`src/rtl/ebpc_pkg.sv`:
```
// Shared EBPC types and constants: block layout, BPC code widths, code prefixes and lengths.
// Consumed by the bit-plane coder and its code selector.
package ebpc_pkg;

    function automatic int max_int(input int a, input int b);
        return (a > b) ? a : b;
    endfunction

    localparam int DATA_W      = 8;
    localparam int BLOCK_SIZE  = 8;
    localparam int PLANE_W     = BLOCK_SIZE - 1;
    localparam int BPC_POS_W   = $clog2(BLOCK_SIZE - 1);
    localparam int BPC_RUN_W   = $clog2(DATA_W);
    localparam int BPC_CODE_W  = max_int(max_int(DATA_W, BLOCK_SIZE),
                                         max_int(5 + BPC_POS_W, 2 + BPC_RUN_W));
    localparam int BPC_LEN_W   = $clog2(BPC_CODE_W + 1);
    localparam int PLANE_IDX_W = $clog2(DATA_W + 1);
    localparam int RUN_CNT_W   = $clog2(DATA_W + 2);
    localparam int ONES_W      = $clog2(PLANE_W + 1);

    localparam logic [4:0] PFX_ALL_ONES = 5'b00000;
    localparam logic [4:0] PFX_DBP_ZERO = 5'b00001;
    localparam logic [4:0] PFX_TWO_ONES = 5'b00010;
    localparam logic [4:0] PFX_SINGLE   = 5'b00011;
    localparam logic [1:0] PFX_RUN      = 2'b01;
    localparam logic [2:0] PFX_ZERO1    = 3'b001;
    localparam logic       PFX_RAW      = 1'b1;

    localparam logic [BPC_LEN_W-1:0] LEN_BASE   = BPC_LEN_W'(DATA_W);
    localparam logic [BPC_LEN_W-1:0] LEN_PREFIX = BPC_LEN_W'(5);
    localparam logic [BPC_LEN_W-1:0] LEN_POS    = BPC_LEN_W'(5 + BPC_POS_W);
    localparam logic [BPC_LEN_W-1:0] LEN_RAW    = BPC_LEN_W'(PLANE_W + 1);
    localparam logic [BPC_LEN_W-1:0] LEN_RUN    = BPC_LEN_W'(2 + BPC_RUN_W);
    localparam logic [BPC_LEN_W-1:0] LEN_ZERO1  = BPC_LEN_W'(3);

    typedef struct packed {
        logic [DATA_W-1:0]              base;
        logic [0:DATA_W][PLANE_W-1:0]   dbp;
    } dbp_block_t;

    typedef struct packed {
        logic [BPC_CODE_W-1:0] data;
        logic [BPC_LEN_W-1:0]  len;
    } bpc_code_t;

    typedef enum logic [1:0] {
        ST_IDLE,
        ST_BASE,
        ST_SCAN,
        ST_RUN
    } bpc_state_e;

endpackage

```
`src/rtl/bpc_coder_if.sv`:
```
// Downstream code stream from the bit-plane coder to the bit packer.
// The master drives code words and flush; the slave returns ready.
interface bpc_coder_if;
    import ebpc_pkg::*;

    logic [BPC_CODE_W-1:0] data;
    logic [BPC_LEN_W-1:0]  len;
    logic                  vld;
    logic                  rdy;
    logic                  flush;

    modport master (output data, len, vld, flush, input rdy);
    modport slave  (input data, len, vld, flush, output rdy);
endinterface

```
`src/rtl/bpc_code_sel.sv`:
```
// Combinational BPC code selection for one XOR bit-plane and for the pending zero run.
// EBPC_SINGLE_ZERO_CODE_EN selects the dedicated 3-bit code for a lone zero plane.
module bpc_code_sel
    import ebpc_pkg::*;
(
    input  logic [PLANE_W-1:0]   dbx,
    input  logic [PLANE_W-1:0]   dbp,
    input  logic [RUN_CNT_W-1:0] run,
    output bpc_code_t            plane_code,
    output bpc_code_t            run_code
);

    logic [BPC_POS_W-1:0] low_pos;
    logic [ONES_W-1:0]    ones;
    logic                 adjacent;
    logic [BPC_RUN_W-1:0] run_field;

    // Lowest set bit doubles as the position of a single one and the lower bit of an adjacent pair.
    always_comb begin
        low_pos = '0;
        ones    = '0;
        for (int b = PLANE_W - 1; b >= 0; b--) begin
            if (dbx[b]) begin
                low_pos = BPC_POS_W'(b);
            end
        end
        for (int b = 0; b < PLANE_W; b++) begin
            ones = ones + ONES_W'(dbx[b]);
        end
        adjacent = (dbx & (dbx >> 1)) != '0;
    end

    always_comb begin
        plane_code = '0;
        if (dbx == '1) begin
            plane_code.data = BPC_CODE_W'(PFX_ALL_ONES);
            plane_code.len  = LEN_PREFIX;
        end else if (dbp == '0) begin
            plane_code.data = BPC_CODE_W'(PFX_DBP_ZERO);
            plane_code.len  = LEN_PREFIX;
        end else if (ones == ONES_W'(2) && adjacent) begin
            plane_code.data = BPC_CODE_W'({PFX_TWO_ONES, low_pos});
            plane_code.len  = LEN_POS;
        end else if (ones == ONES_W'(1)) begin
            plane_code.data = BPC_CODE_W'({PFX_SINGLE, low_pos});
            plane_code.len  = LEN_POS;
        end else begin
            plane_code.data = BPC_CODE_W'({PFX_RAW, dbx});
            plane_code.len  = LEN_RAW;
        end
    end

    // Field is k-2; a lone zero plane without the dedicated code falls back to field 0.
    always_comb begin
        run_field = (run > RUN_CNT_W'(1)) ? BPC_RUN_W'(run - RUN_CNT_W'(2)) : '0;
        run_code  = '0;
`ifdef EBPC_SINGLE_ZERO_CODE_EN
        if (run == RUN_CNT_W'(1)) begin
            run_code.data = BPC_CODE_W'(PFX_ZERO1);
            run_code.len  = LEN_ZERO1;
        end else begin
            run_code.data = BPC_CODE_W'({PFX_RUN, run_field});
            run_code.len  = LEN_RUN;
        end
`else
        run_code.data = BPC_CODE_W'({PFX_RUN, run_field});
        run_code.len  = LEN_RUN;
`endif
    end

endmodule

```
`src/rtl/bpc_coder.sv`:
```
// EBPC bit-plane coder: latches one delta bit-plane block, emits the base then one code per plane or zero run.
// Build option EBPC_SINGLE_ZERO_CODE_EN enables the 3-bit single-zero-plane code.
module bpc_coder
    import ebpc_pkg::*;
(
    input  logic              clk_i,
    input  logic              rst_i,
    input  dbp_block_t        dbp_block_i,
    input  logic              vld_i,
    output logic              rdy_o,
    input  logic              flush_i,
    bpc_coder_if.master       code_if,
    output logic              idle_o
);

    localparam logic [PLANE_IDX_W-1:0] LAST_PLANE = PLANE_IDX_W'(DATA_W);

    bpc_state_e             state_q, state_d;
    dbp_block_t             blk_q;
    logic [PLANE_IDX_W-1:0] plane_q;
    logic [RUN_CNT_W-1:0]   run_q;

    logic [PLANE_W-1:0]     dbp_cur;
    logic [PLANE_W-1:0]     dbp_prev;
    logic [PLANE_W-1:0]     dbx;
    logic                   dbx_zero;
    logic                   last_plane;
    bpc_code_t              plane_code;
    bpc_code_t              run_code;

    always_comb begin
        dbp_cur    = blk_q.dbp[plane_q];
        dbp_prev   = (plane_q == '0) ? '0 : blk_q.dbp[plane_q - PLANE_IDX_W'(1)];
        dbx        = dbp_cur ^ dbp_prev;
        dbx_zero   = (dbx == '0);
        last_plane = (plane_q == LAST_PLANE);
    end

    bpc_code_sel u_code_sel (
        .dbx        (dbx),
        .dbp        (dbp_cur),
        .run        (run_q),
        .plane_code (plane_code),
        .run_code   (run_code)
    );

    always_ff @(posedge clk_i or posedge rst_i) begin
        if (rst_i) begin
            state_q <= ST_IDLE;
        end else begin
            state_q <= state_d;
        end
    end

    always_comb begin
        state_d = state_q;
        case (state_q)
            ST_IDLE: if (vld_i) state_d = ST_BASE;
            ST_BASE: if (code_if.rdy) state_d = ST_SCAN;
            ST_SCAN: begin
                if (dbx_zero) begin
                    if (last_plane) state_d = ST_RUN;
                end else if (run_q == '0 && code_if.rdy && last_plane) begin
                    state_d = ST_IDLE;
                end
            end
            ST_RUN:  if (code_if.rdy) state_d = ST_IDLE;
            default: state_d = ST_IDLE;
        endcase
    end

    // A pending run is flushed before the plane that ended it, so the plane index holds until then.
    always_ff @(posedge clk_i or posedge rst_i) begin
        if (rst_i) begin
            blk_q   <= '0;
            plane_q <= '0;
            run_q   <= '0;
        end else begin
            case (state_q)
                ST_IDLE: begin
                    if (vld_i) begin
                        blk_q   <= dbp_block_i;
                        plane_q <= '0;
                        run_q   <= '0;
                    end
                end
                ST_SCAN: begin
                    if (dbx_zero) begin
                        run_q <= run_q + RUN_CNT_W'(1);
                        if (!last_plane) plane_q <= plane_q + PLANE_IDX_W'(1);
                    end else if (run_q != '0) begin
                        if (code_if.rdy) run_q <= '0;
                    end else if (code_if.rdy && !last_plane) begin
                        plane_q <= plane_q + PLANE_IDX_W'(1);
                    end
                end
                default: ;
            endcase
        end
    end

    always_comb begin
        rdy_o         = 1'b0;
        idle_o        = 1'b0;
        code_if.flush = 1'b0;
        code_if.vld   = 1'b0;
        code_if.data  = '0;
        code_if.len   = '0;
        case (state_q)
            ST_IDLE: begin
                rdy_o         = 1'b1;
                idle_o        = 1'b1;
                code_if.flush = flush_i & ~vld_i;
            end
            ST_BASE: begin
                code_if.vld  = 1'b1;
                code_if.data = BPC_CODE_W'(blk_q.base);
                code_if.len  = LEN_BASE;
            end
            ST_SCAN: begin
                if (!dbx_zero) begin
                    code_if.vld  = 1'b1;
                    code_if.data = (run_q != '0) ? run_code.data : plane_code.data;
                    code_if.len  = (run_q != '0) ? run_code.len  : plane_code.len;
                end
            end
            ST_RUN: begin
                code_if.vld  = 1'b1;
                code_if.data = run_code.data;
                code_if.len  = run_code.len;
            end
            default: ;
        endcase
    end

endmodule
```
`src/flat_wrapper.sv`:
```
// flat-port wrapper written by rule: the top's interface ports become plain ports
module bpc_coder_flat import ebpc_pkg::*;
  (clk_i, rst_i, dbp_block_i, vld_i, rdy_o, flush_i, idle_o, code_if_data, code_if_len, code_if_vld, code_if_flush, code_if_rdy);
  bpc_coder_if code_if_i ();
  input  logic clk_i;
  input  logic rst_i;
  input  dbp_block_t dbp_block_i;
  input  logic vld_i;
  output logic rdy_o;
  input  logic flush_i;
  output logic idle_o;
  output wire logic [$bits(code_if_i.data)-1:0] code_if_data;
  output wire logic [$bits(code_if_i.len)-1:0] code_if_len;
  output wire logic [$bits(code_if_i.vld)-1:0] code_if_vld;
  output wire logic [$bits(code_if_i.flush)-1:0] code_if_flush;
  input wire logic [$bits(code_if_i.rdy)-1:0] code_if_rdy;
  assign code_if_data = code_if_i.data;
  assign code_if_len = code_if_i.len;
  assign code_if_vld = code_if_i.vld;
  assign code_if_flush = code_if_i.flush;
  assign code_if_i.rdy = code_if_rdy;
  bpc_coder u_core (.clk_i(clk_i), .rst_i(rst_i), .dbp_block_i(dbp_block_i), .vld_i(vld_i), .rdy_o(rdy_o), .flush_i(flush_i), .code_if(code_if_i), .idle_o(idle_o));
endmodule
```
`config.mk`:
```
export PLATFORM = sky130hd
export DESIGN_NAME = bpc_coder_flat
export DESIGN_NICKNAME = d
export VERILOG_FILES = /design/src/rtl/ebpc_pkg.sv /design/src/rtl/bpc_coder_if.sv /design/src/rtl/bpc_code_sel.sv /design/src/rtl/bpc_coder.sv /design/src/flat_wrapper.sv
export SDC_FILE = /design/constraint.sdc
export NUM_CORES = 1
export LEC_CHECK = 0
export ABC_AREA = 1
export CAP_MARGIN = 20
export CORE_MARGIN = 4
export CORE_UTILIZATION = 50
export DETAILED_ROUTE_END_ITERATION = 7
export PLACE_DENSITY = 0.81
export SLEW_MARGIN = 20
export SYNTH_ARGS = -nofsm -noshare
export SYNTH_HDL_FRONTEND = slang
export SYNTH_SLANG_ARGS = --single-unit
```
`constraint.sdc`:
```
create_clock -name clk_i -period 7.31 [get_ports clk_i]
set_input_delay 1.8275 -clock clk_i [delete_from_list [all_inputs] [get_ports clk_i]]
set_output_delay 1.8275 -clock clk_i [all_outputs]
set_load 0.005 [all_outputs]
```
* After elaboration in Yosys (flattened, before gate mapping) *
Index checks and enable logic that the tools add are counted.
Widths: inputs -> output; s select.

storage, ports and cells
  flip-flop bits (word level) = 81
  input bits = 76
  output and inout bits = 16
  word-level logic and storage cells = 113

cells by class
  add/subtract/negate cells = 10
  magnitude comparators = 3
  equality and inequality tests = 17
  mux-type cells = 46
  bitwise logic cells = 6
  reductions and logical operators = 18

operators with widths
  operator             count
  $bmux 7 s4           2
  $mux 12              4
  $mux 4               10
  $mux 7               5
  $mux 3               8
  $pmux 8 s3           1
  $mux 8               2
  $pmux 4 s2           2
  $logic_not 7->1      2
  $add 3x1->3          4
  $mux 2               6
  $pmux 4 s3           1
  $ge 5x5->1 const B   2
  $not 4->5            2
  $reduce_and 5->1     2
  $ne 3x1->1 const B   3
  $add 4x1->4 const B  2
  $logic_not 4->1      2
  $pmux 2 s4           1
  $and 7x6->7          1
  $eq 7x7->1 const B   1
  $reduce_bool 7->1    1
  $xor 7x7->7          1
  $ne 2x2->1 const B   3
  other kinds (24)     32

* Depth between registers and ports, before layout *
Gate-level depths: netlist (run 1).

  word-level depth = 21
  gate-level depth with buffers = 35

* Cells and area by module *
A second synthesis (run 1) with hierarchy kept.

second synthesis, totals
  cells, all modules = 829
  area total of the unflattened synthesis = 5,744.3 µm²

by module, submodules not included
  module        times used  cells each  area an instance (µm²)  seq. area each (µm²)
  bpc_coder     1           742         5,200.0                 2,026.9
  bpc_code_sel  1           87          544.3                   0.0

* Least setup slack after synthesis (run 1) *
Ideal clock, no wire load.

  kind = flip-flop to output port
  start point = register u_core.plane_q[0]
  end point = output code_if_data[0]
  arrival = 4.847 ns
  data required time = 5.483 ns
  setup slack = 0.636 ns
  cell stages (with the launch flop) = 30
  path through = dfrtp_1 > inv_2 > buf_6 > buf_6 > buf_6 > ha_1 > buf_2 > buf_1 > a21oi_1 > o21ai_0 > nand3_1 > nand3_1 > nand3_1 > xnor2_2 > fa_1 > inv_1 > fa_1 > inv_1 > fa_1 > inv_1 > fa_1 > nor3_1 > nand2_1 > nand2_2 > nand2_1 > nand3_1 > nand2_1 > nand2_1 > nand2_1 > nand2_1

between the ends
  longest elaborated chain between the ends = 21

RTL lines
  element                                       RTL line                                source
  start, declared                               bpc_coder.sv:20                         logic [PLANE_IDX_W-1:0] plane_q;
  start signal, assigned                        bpc_coder.sv:90                         if (!last_plane) plane_q <= plane_q + PLANE_IDX_W'(1);
  start signal, assigned                        bpc_coder.sv:94                         plane_q <= plane_q + PLANE_IDX_W'(1);
  $sub 4x1->4                                   bpc_coder.sv:33                         dbp_prev = (plane_q == '0) ? '0 : blk_q.dbp[plane_q - PLANE_IDX_W'(1)];
  $not 4->5 (not written as such)               bpc_coder.sv:33
  $bmux 7 s4                                    bpc_coder.sv:33
  $mux 7 (not written as such) (2 in a row)     bpc_coder.sv:33
  $mux 7                                        bpc_coder.sv:33
  $xor 7x7->7                                   bpc_coder.sv:34                         dbx = dbp_cur ^ dbp_prev;
  $add 1x1->2                                   bpc_code_sel.sv:28                      ones = ones + ONES_W'(dbx[b]);
  $add 2x1->3                                   bpc_code_sel.sv:28
  $add 3x1->3 (4 in a row)                      bpc_code_sel.sv:28
  $eq 3x1->1 or $eq 3x2->1 (tied branches)      bpc_code_sel.sv:44, bpc_code_sel.sv:41
  $mux 12 or $logic_and 1x1->1 (tied branches)  bpc_code_sel.sv:44, bpc_code_sel.sv:41
  $mux 12                                       bpc_code_sel.sv:41                      end else if (ones == ONES_W'(2) && adjacent) begin
  $mux 12                                       bpc_code_sel.sv:38                      end else if (dbp == '0) begin
  $mux 12                                       bpc_code_sel.sv:35                      if (dbx == '1) begin
  $mux 8                                        bpc_coder.sv:123                        code_if.data = (run_q != '0) ? run_code.data : plane_code.data;
  $mux 8 (*)                                    bpc_coder.sv:121                        if (!dbx_zero) begin
  $pmux 8 s3 (*)                                bpc_coder.sv:109                        case (state_q)
  end, declared                                 flat_wrapper.sv:12                      output wire logic [$bits(code_if_i.data)-1:0] code_if_data;

Every way passes the cells marked *; elsewhere a longest branch is shown, timed or not. The select of a mux whose other input is x is not followed.

* Final worst setup path (run 1) *
  start point = register u_core.plane_q[0]
  end point = output code_if_data[1]

between the ends
  longest elaborated chain between the ends = 21

RTL lines
  element                                             RTL line                                source
  $sub 4x1->4                                         bpc_coder.sv:33
  $not 4->5 (not written as such)                     bpc_coder.sv:33
  $bmux 7 s4                                          bpc_coder.sv:33
  $mux 7 (not written as such) (2 in a row)           bpc_coder.sv:33
  $mux 7                                              bpc_coder.sv:33
  $xor 7x7->7                                         bpc_coder.sv:34
  $add 1x1->2 or $mux 3 (tied branches)               bpc_code_sel.sv:28, bpc_code_sel.sv:23
  $add 2x1->3 or $mux 3 (tied branches)               bpc_code_sel.sv:28, bpc_code_sel.sv:23
  $add 3x1->3 or $mux 3 (tied branches) (4 in a row)  bpc_code_sel.sv:28, bpc_code_sel.sv:23
  $eq 3x1->1, or another cell as far along            bpc_code_sel.sv:44                      end else if (ones == ONES_W'(1)) begin
  $mux 12 or $logic_and 1x1->1 (tied branches)        bpc_code_sel.sv:44, bpc_code_sel.sv:41
  $mux 12                                             bpc_code_sel.sv:41
  $mux 12                                             bpc_code_sel.sv:38
  $mux 12                                             bpc_code_sel.sv:35
  $mux 8                                              bpc_coder.sv:123
  $mux 8 (*)                                          bpc_coder.sv:121
  $pmux 8 s3 (*)                                      bpc_coder.sv:109

Marks and branches as above.

==> run summary, run 1 <==
The longest clock path from root to sink contains 2 buffers. The number of standard cells after synthesis was 795. Ratio of cells with drive above 1 in the final layout: 0.109. STA puts the critical path data required time at 5.48 ns.

Last element of the critical path: code_if_data[1]. The final layout contains 964 nets. The final critical path time including I/O delays and setup was 7.14 ns.

The endpoint class of the critical path is an output port. The run gives 6810 um2 as the cell area after layout. For this run, the leading register cell type out of synthesis is dfrtp_1. For the max-slew violation count, the log shows 0.

The first detailed-routing pass ran for 5 iterations. Dividing the detail-routed via count by the number of cells gives 5.32. Synthesis produced a netlist with a net count of 884. The routed layout has 5429 vias.

The critical path arrival is 5.31 ns. Worst slew slack as a fraction of its limit: 0.447. The clock reaches the later pin of the worst-skew pair after 0.36 ns. The floorplan core area is 10800 um2, and the detailed-placement wirelength estimate is 10.2 mm. In this run, synthesis produced a sequential element count of 81.

Relative to the synthesized area, the layout overhead comes to 23.6%. The worst setup slack after layout was 0.168 ns; the final clock skew was 0.0161 ns. The compound-cell area share of the yosys netlist is 0.114. In this run the register-to-register setup slack is 4.26 ns.

After synthesis the cells add up to 5510 um2. Fraction of the mapped netlist area in simple logic gates: 0.329. In this run the vertical extent of the chip is 113 um. The H-tree generated during clock tree synthesis spans 3 levels.

The number of hold buffers added after CTS was 0. All-layer global routing usage: 0.223. Once placement finished, the instance area stood at 6480 um2. In the routed design, unresolved DRC markers number 0. Timing would allow up to 0.140 GHz. The quantity of I/O buffers inserted on ports is 90. By area, the combinational part of the netlist is dominated by simple AND/OR/NAND/NOR gates.

The length in cells of the worst reg-to-reg path is 17. Hold is met by 0.516 ns. For the count of warnings emitted by yosys, the log shows 0. After synthesis, the cell types taking the most area are dfrtp_1 (37%), nand2_1 (14%), nand3_1 (9.1%). The commonest cells after synthesis are nand2_1 (210), nand3_1 (100), inv_1 (97). The number of enable flip-flop cells after synthesis came out at 0. Residual antenna-violating net count after detailed routing: 0. The final estimated routing congestion in global placement was 0.997; the number of core rows was 38. The root buffer cell was clkbuf_8.

For the TritonCTS buffer count, the log shows 9. The post-synthesis async set-or-reset flop share is 1.00, and the total length of routed wires is 14.2 mm. The synthesized design spends more area on one cell type than any other, namely dfrtp_1.

The min-delay analysis places its worst path in the category reg2reg. The count of cell types in the netlist was 39; the detail-routed net length per standard cell was 13.9 um. Among all cell types in the netlist, the one instantiated most often is nand2_1.

TritonCTS built the clock tree. The effective utilization at floorplan is 0.510. The first routing iteration left 430 violations. Including well taps, the total number of placed cells is 1000.

The die covers 12800 um2. The endpoint identified for the worst register-to-register timing path is u_core.plane_q[0]. Clock tree synthesis found a total of 81 sinks.

The initial antenna violation count was 0; the final critical-path share of the clock period was 0.977. The run gives 0.368 as the fraction of the yosys area taken by sequential cells. For the first-pass GRT wire length, the log shows 23.6 mm.

Max-cap violations in this run came to 0. The start point of the critical path is u_core.plane_q[0]. The floorplan step set the die width to 113 um. Number of hold violations in the final report: 0. In this run the critical register-to-register path is launched from u_core.plane_q[0].

A synthesized cell averages 6.93 um2. The finished layout holds 1020 standard cells, fillers aside. During I/O placement, the number of pins put on the boundary was 92. Summed over all layers, the global routing overflow is 0.

STA classifies the critical path startpoint as a flop. The worst setup path is of the reg2out kind. The flow ran to the end, and the final reports show no timing, DRC or antenna violations.

Area share of the leading cell type in the synthesized netlist: 0.368. The mux share of post-synthesis cell area is 0.0327, and the count of antenna diodes in the layout is 0. The adder-cell share of the synthesized area is 0.0350, and the maximum number of pins on one net before global-route repair is 87.

The xor/xnor share of the synthesized area is 0.00772, and the post-placement setup slack is 0.361 ns. Clock-pin slew was measured on the worst setup and hold paths at 0.09 ns. Of all nets on the critical path, the largest fanout is 68. The number of setup violations in the final report was 0.

The number of global-route vias before repair is 5202, and the pin slew with the least headroom to its limit is 0.828 ns.
## critical path: stages (launching register included)
cell	delay, ns
dfrtp_2	0.41
buf_8	0.34
a21oi_1	0.11
o21ai_0	0.07
o21ai_0	0.11
o211ai_1	0.27
o21ai_2	0.14
xnor2_2	0.18
fa_1	0.54
inv_1	0.05
fa_1	0.49
inv_1	0.05
fa_1	0.42
inv_1	0.09
fa_1	0.45
nor3_2	0.15
nand2_2	0.11
nand2_4	0.11
nor2_1	0.05
o21ai_1	0.13
nand2_1	0.07
nand2_1	0.08
clkdlybuf4s50_1	0.50
## registers in the layout, summed over array words and instances (netlist names)
signal / count
u_core.blk_q: 71
u_core.plane_q: 4
u_core.run_q: 4
u_core.state_q: 2
## layer usage
| layer | up-vias | share of wire | GRT usage |
|---|---|---|---|
| met2 | 218 | 0.48 | 0.367 |
| met5 | - | 0 | 0 |
| li1 | 2683 | - | - |
| met1 | 2493 | 0.44 | 0.301 |
| met4 | 0 | 0.021 | 0.0665 |
| met3 | 35 | 0.061 | 0.0390 |
## how the worst min path moves through the flow
stage	slack [ns]	startpoint	to	depth (start not counted)
global placement	0.49	u_core.blk_q[66]	u_core.blk_q[66]	1
detailed placement	0.50	u_core.blk_q[66]	u_core.blk_q[66]	1
global route	0.54	u_core.blk_q[70]	u_core.blk_q[70]	2
CTS	0.52	u_core.blk_q[66]	u_core.blk_q[66]	1
floorplan	0.47	u_core.blk_q[66]	u_core.blk_q[66]	1
finish	0.52	u_core.blk_q[68]	u_core.blk_q[68]	2
## cells by family after synthesis
group	count (synthesis)
AO/OA/AOI/OAI	115
XOR/XNOR	4
adder cells (fa/ha/maj)	13
buffers and inverters	144
flip-flops	81
multiplexers	16
other	1
AND/OR/NAND/NOR	421
## area by class of cell
type                            count  area, um2
Clock buffer                       10        128
Clock inverter                      6       73.8
Timing Repair Buffer              112       1100
Multi-Input combinational cell    570       2920
Inverter                          101        387
Fill cell                         963       3990
Sequential cell                    81       2030
Tap cell                          140        175
## through the flow
stage	util	TNS [ns]
5_1_grt	0.631	-0.0238
4_1_cts	0.620	0
2_1_floorplan	-	0
3_3_place_gp	0.601	0
6_report	0.631	0
3_5_place_dp	0.601	0
## timing repair
item | in CTS | in global routing
resized for setup | 3 | 24
endpoints found under the hold margin | 0 | 0
setup buffers | 0 | 4
endpoints found under the setup margin | 3 | 8
pin swaps | 0 | 7
## cell usage in the layout (no fill, tap or decap), types with 2 or more instances in the layout
cell,count
nor2_4,3
or2_1,2
inv_1,93
buf_4,18
nand2_1,204
dlymetal6s2s_1,2
buf_6,2
clkbuf_8,9
fa_1,4
ha_1,7
nand2_4,5
a21oi_1,72
inv_6,2
clkinvlp_4,3
nor2_2,2
dfrtp_1,80
nand3_1,99
o21ai_0,21
clkdlybuf4s50_1,88
xor2_1,2
o211ai_1,3
o31ai_1,2
o21ai_1,7
nor3_1,2
o22ai_1,5
nand2_2,11
nand3_2,4
mux2_2,16
nor2_1,85
inv_2,5
Power of run 1 is left out: the tool's default activity adds up to more than one toggle a clock period on the data nets, which glitch-free logic cannot reach.
==> run 2, diff against run 1 <==
--- a/config.mk
+++ b/config.mk
@@ -6,6 +6,7 @@
 export NUM_CORES = 1
 export LEC_CHECK = 0
 export ABC_AREA = 1
+export ABC_CLOCK_PERIOD_IN_PS = 7310
 export CAP_MARGIN = 20
 export CORE_MARGIN = 4
 export CORE_UTILIZATION = 50
==> results of run 2 <==
No change in the layout: final DEF, timing and power equal those of run 1.
Power of run 2 is left out for the same reason.
==> run 3, diff against run 2 <==
--- a/config.mk
+++ b/config.mk
@@ -9,9 +9,9 @@
 export ABC_CLOCK_PERIOD_IN_PS = 7310
 export CAP_MARGIN = 20
 export CORE_MARGIN = 4
-export CORE_UTILIZATION = 50
+export CORE_UTILIZATION = 49
 export DETAILED_ROUTE_END_ITERATION = 7
-export PLACE_DENSITY = 0.81
+export PLACE_DENSITY = 0.79
 export SLEW_MARGIN = 20
 export SYNTH_ARGS = -nofsm -noshare
 export SYNTH_HDL_FRONTEND = slang
==> run summary, run 3 (synthesis results as in run 1) <==
The setup path with the least slack is of type reg2out. Data arrives at the worst endpoint at 5.38 ns. The highest net fanout along the worst path came out at 11. The die is 114 um wide. After clock tree synthesis, the clock-pin slew on the worst setup and hold paths is 0.07 ns.

The sequential cells in the finished layout cover a total of 2030 um2. The placed cell area was 6460 um2. After detailed routing, the total wire length is 14.8 mm. Counting I/O delays and the setup requirement, the final critical path takes 7.21 ns. The number of global-route vias before repair is 5053, and the I/O pin total is 92. Across all layers, the routed design uses 5474 vias. In this run the worst setup path terminates at code_if_data[0].

After detailed routing, the number of vias per cell comes to 5.35. The initial antenna violation count was 0. The tool flagged a number of max-cap violations equal to 0.

The ratio of cells with drive above 1 in the final layout is 0.117, and the achievable frequency is 0.139 GHz. Setup repair after global routing could not meet its margin everywhere. The end of the worst register-to-register path is u_core.plane_q[2]. The detail route stage leaves a number of antenna-violating nets equal to 0.

Utilization of the core after routing: 0.636. The final critical-path share of the clock period is 0.986. The most critical setup path has its startpoint at u_core.plane_q[0]. The final layout contains 969 nets. The detail-routed net length per standard cell was 14.5 um; the pin slew with the least headroom to its limit was 0.787 ns. Prior to clock tree synthesis, the placed netlist has a worst setup slack of 0.294 ns. The H-tree generated during clock tree synthesis spans 3 levels.

The tools report the number of filler instances in the final layout as 977. The flow ran to the end, and the final reports show no timing, DRC or antenna violations. The leading cell type in the layout, fill and taps excluded was nand2_1. Flip-flop count of the largest register, all copies and words added: 71.

The quantity of I/O buffers inserted on ports is 90. The path class of the lowest-slack min-delay path was reg2reg. The multi-input combinational cell area is 2920 um2, and the height of the die is 114 um. The tools report the buffer depth of the longest clock path as 2. In this run the critical register-to-register path is launched from u_core.plane_q[0].

Synthesis-to-finish area growth: 26.4%. The worst setup path is launched from a flop. Hold timing on the final database bottoms out at a slack of 0.511 ns. The length in cells of the worst reg-to-reg path came out at 22.

TritonCTS built the clock tree. Global-route congestion overflow total: 0. For this run, the detailed router's first-pass iteration total came to 5. Clock tree synthesis inserted a total of 9 buffers. The logs give 81 for the number of sinks on the clock net and 10900 um2 for the floorplan core area. The worst path meets setup with 0.105 ns of slack. The tools report the root buffer cell as clkbuf_16. The first global-routing pass estimated 23.7 mm of wire. The setup slack of the most critical reg-to-reg path is 4.21 ns, and the remaining design rule violation count is 0. The logs give 0 for the count of antenna diodes in the layout and 10.1 mm for the detailed-placement wirelength estimate. The number of setup violations in the final report was 0. For the worst slew slack as a fraction of its limit, the log shows 0.475. The data required time at the worst endpoint was 5.48 ns. Counting flops per register, the top entry is u_core.blk_q.

The max-slew violation count came out at 0. Summing all non-filler instances in the final layout gives an area of 6960 um2. The number of hold violations in the final report came out at 0. In the layout the commonest cells are nand2_1 (205), nand3_1 (99), inv_1 (91), clkdlybuf4s50_1 (90), nor2_1 (85).

For this block, the initial DRC count from the detailed router was 531. Across the routed clock network, the largest skew measured is 0.00748 ns. The maximum number of pins on one net before global-route repair came out at 82. Overall die area: 13000 um2.

The all-layer global routing usage came out at 0.223. Effective utilization at floorplan: 0.504. The tools report the final estimated routing congestion in global placement as 0.977. At the later pin of the worst-skew pair, clock insertion delay measures 0.34 ns. The initialized floorplan defines 38 standard-cell rows.

The largest registers in the layout are u_core.blk_q: 71 flops, u_core.plane_q: 4 flops, u_core.run_q: 4 flops. The worst setup path is captured at an output port.
-- run 3: how the worst min path moves through the flow --
| stage | start | to | slack [ns] | cells past startpoint |
|---|---|---|---|---|
| finish | u_core.blk_q[70] | u_core.blk_q[70] | 0.51 | 2 |
| global placement | u_core.blk_q[66] | u_core.blk_q[66] | 0.49 | 1 |
| detailed placement | u_core.blk_q[66] | u_core.blk_q[66] | 0.50 | 1 |
| floorplan | u_core.blk_q[66] | u_core.blk_q[66] | 0.47 | 1 |
| global route | u_core.blk_q[70] | u_core.blk_q[70] | 0.53 | 2 |
| CTS | u_core.blk_q[70] | u_core.blk_q[70] | 0.51 | 2 |
-- run 3: per-layer routing --
metal,vias up,share of wire,global-route usage
met3,38,0.073,0.0334
met5,-,0,0
met1,2509,0.44,0.315
met4,0,0.022,0.0776
li1,2688,-,-
met2,239,0.47,0.351
-- run 3: what timing repair did --
item                                    4_1_cts  5_1_grt
hold buffers                                  0        0
pin swaps                                     1        4
gates resized for setup                       7       29
buffers inserted                              5        7
endpoints found under the setup margin        3        8
-- run 3: final cells by class --
type,count,area share
repair buffers,117,0.166
clock buffers,10,0.0329
multi-input cells,570,0.420
clock inverters,5,0.00809
flip-flops and latches,81,0.292
inverters,101,0.0561
well taps,140,0.0252
-- run 3: critical path, stage by stage, from the launching register on --
cell and delay [ns]:
dfrtp_2 0.41, clkinv_4 0.11, ha_4 0.31, buf_12 0.14, nand2_2 0.10, nor2_2 0.15, nand2_1 0.08, nand2_1 0.08
nand3_1 0.12, xnor2_2 0.17, fa_1 0.54, inv_1 0.05, fa_1 0.50, inv_1 0.05, fa_1 0.41, inv_1 0.07
fa_1 0.44, nor3_2 0.19, nand2_1 0.11, nand2_2 0.14, nand2_1 0.07, nand3_1 0.07, nand2_1 0.05, nand2_1 0.06
nand2_1 0.05, nand2_1 0.05, clkdlybuf4s50_1 0.49
-- run 3: per-stage QoR --
| step | cells | TNS, ns |
|---|---|---|
| after floorplan | 795 | 0 |
| after global placement | 997 | 0 |
| after detailed placement | 997 | 0 |
| after CTS | 1017 | 0 |
| after global routing | 1024 | -0.373 |
| final | 1024 | 0 |
Power of run 3 is left out for the same reason.
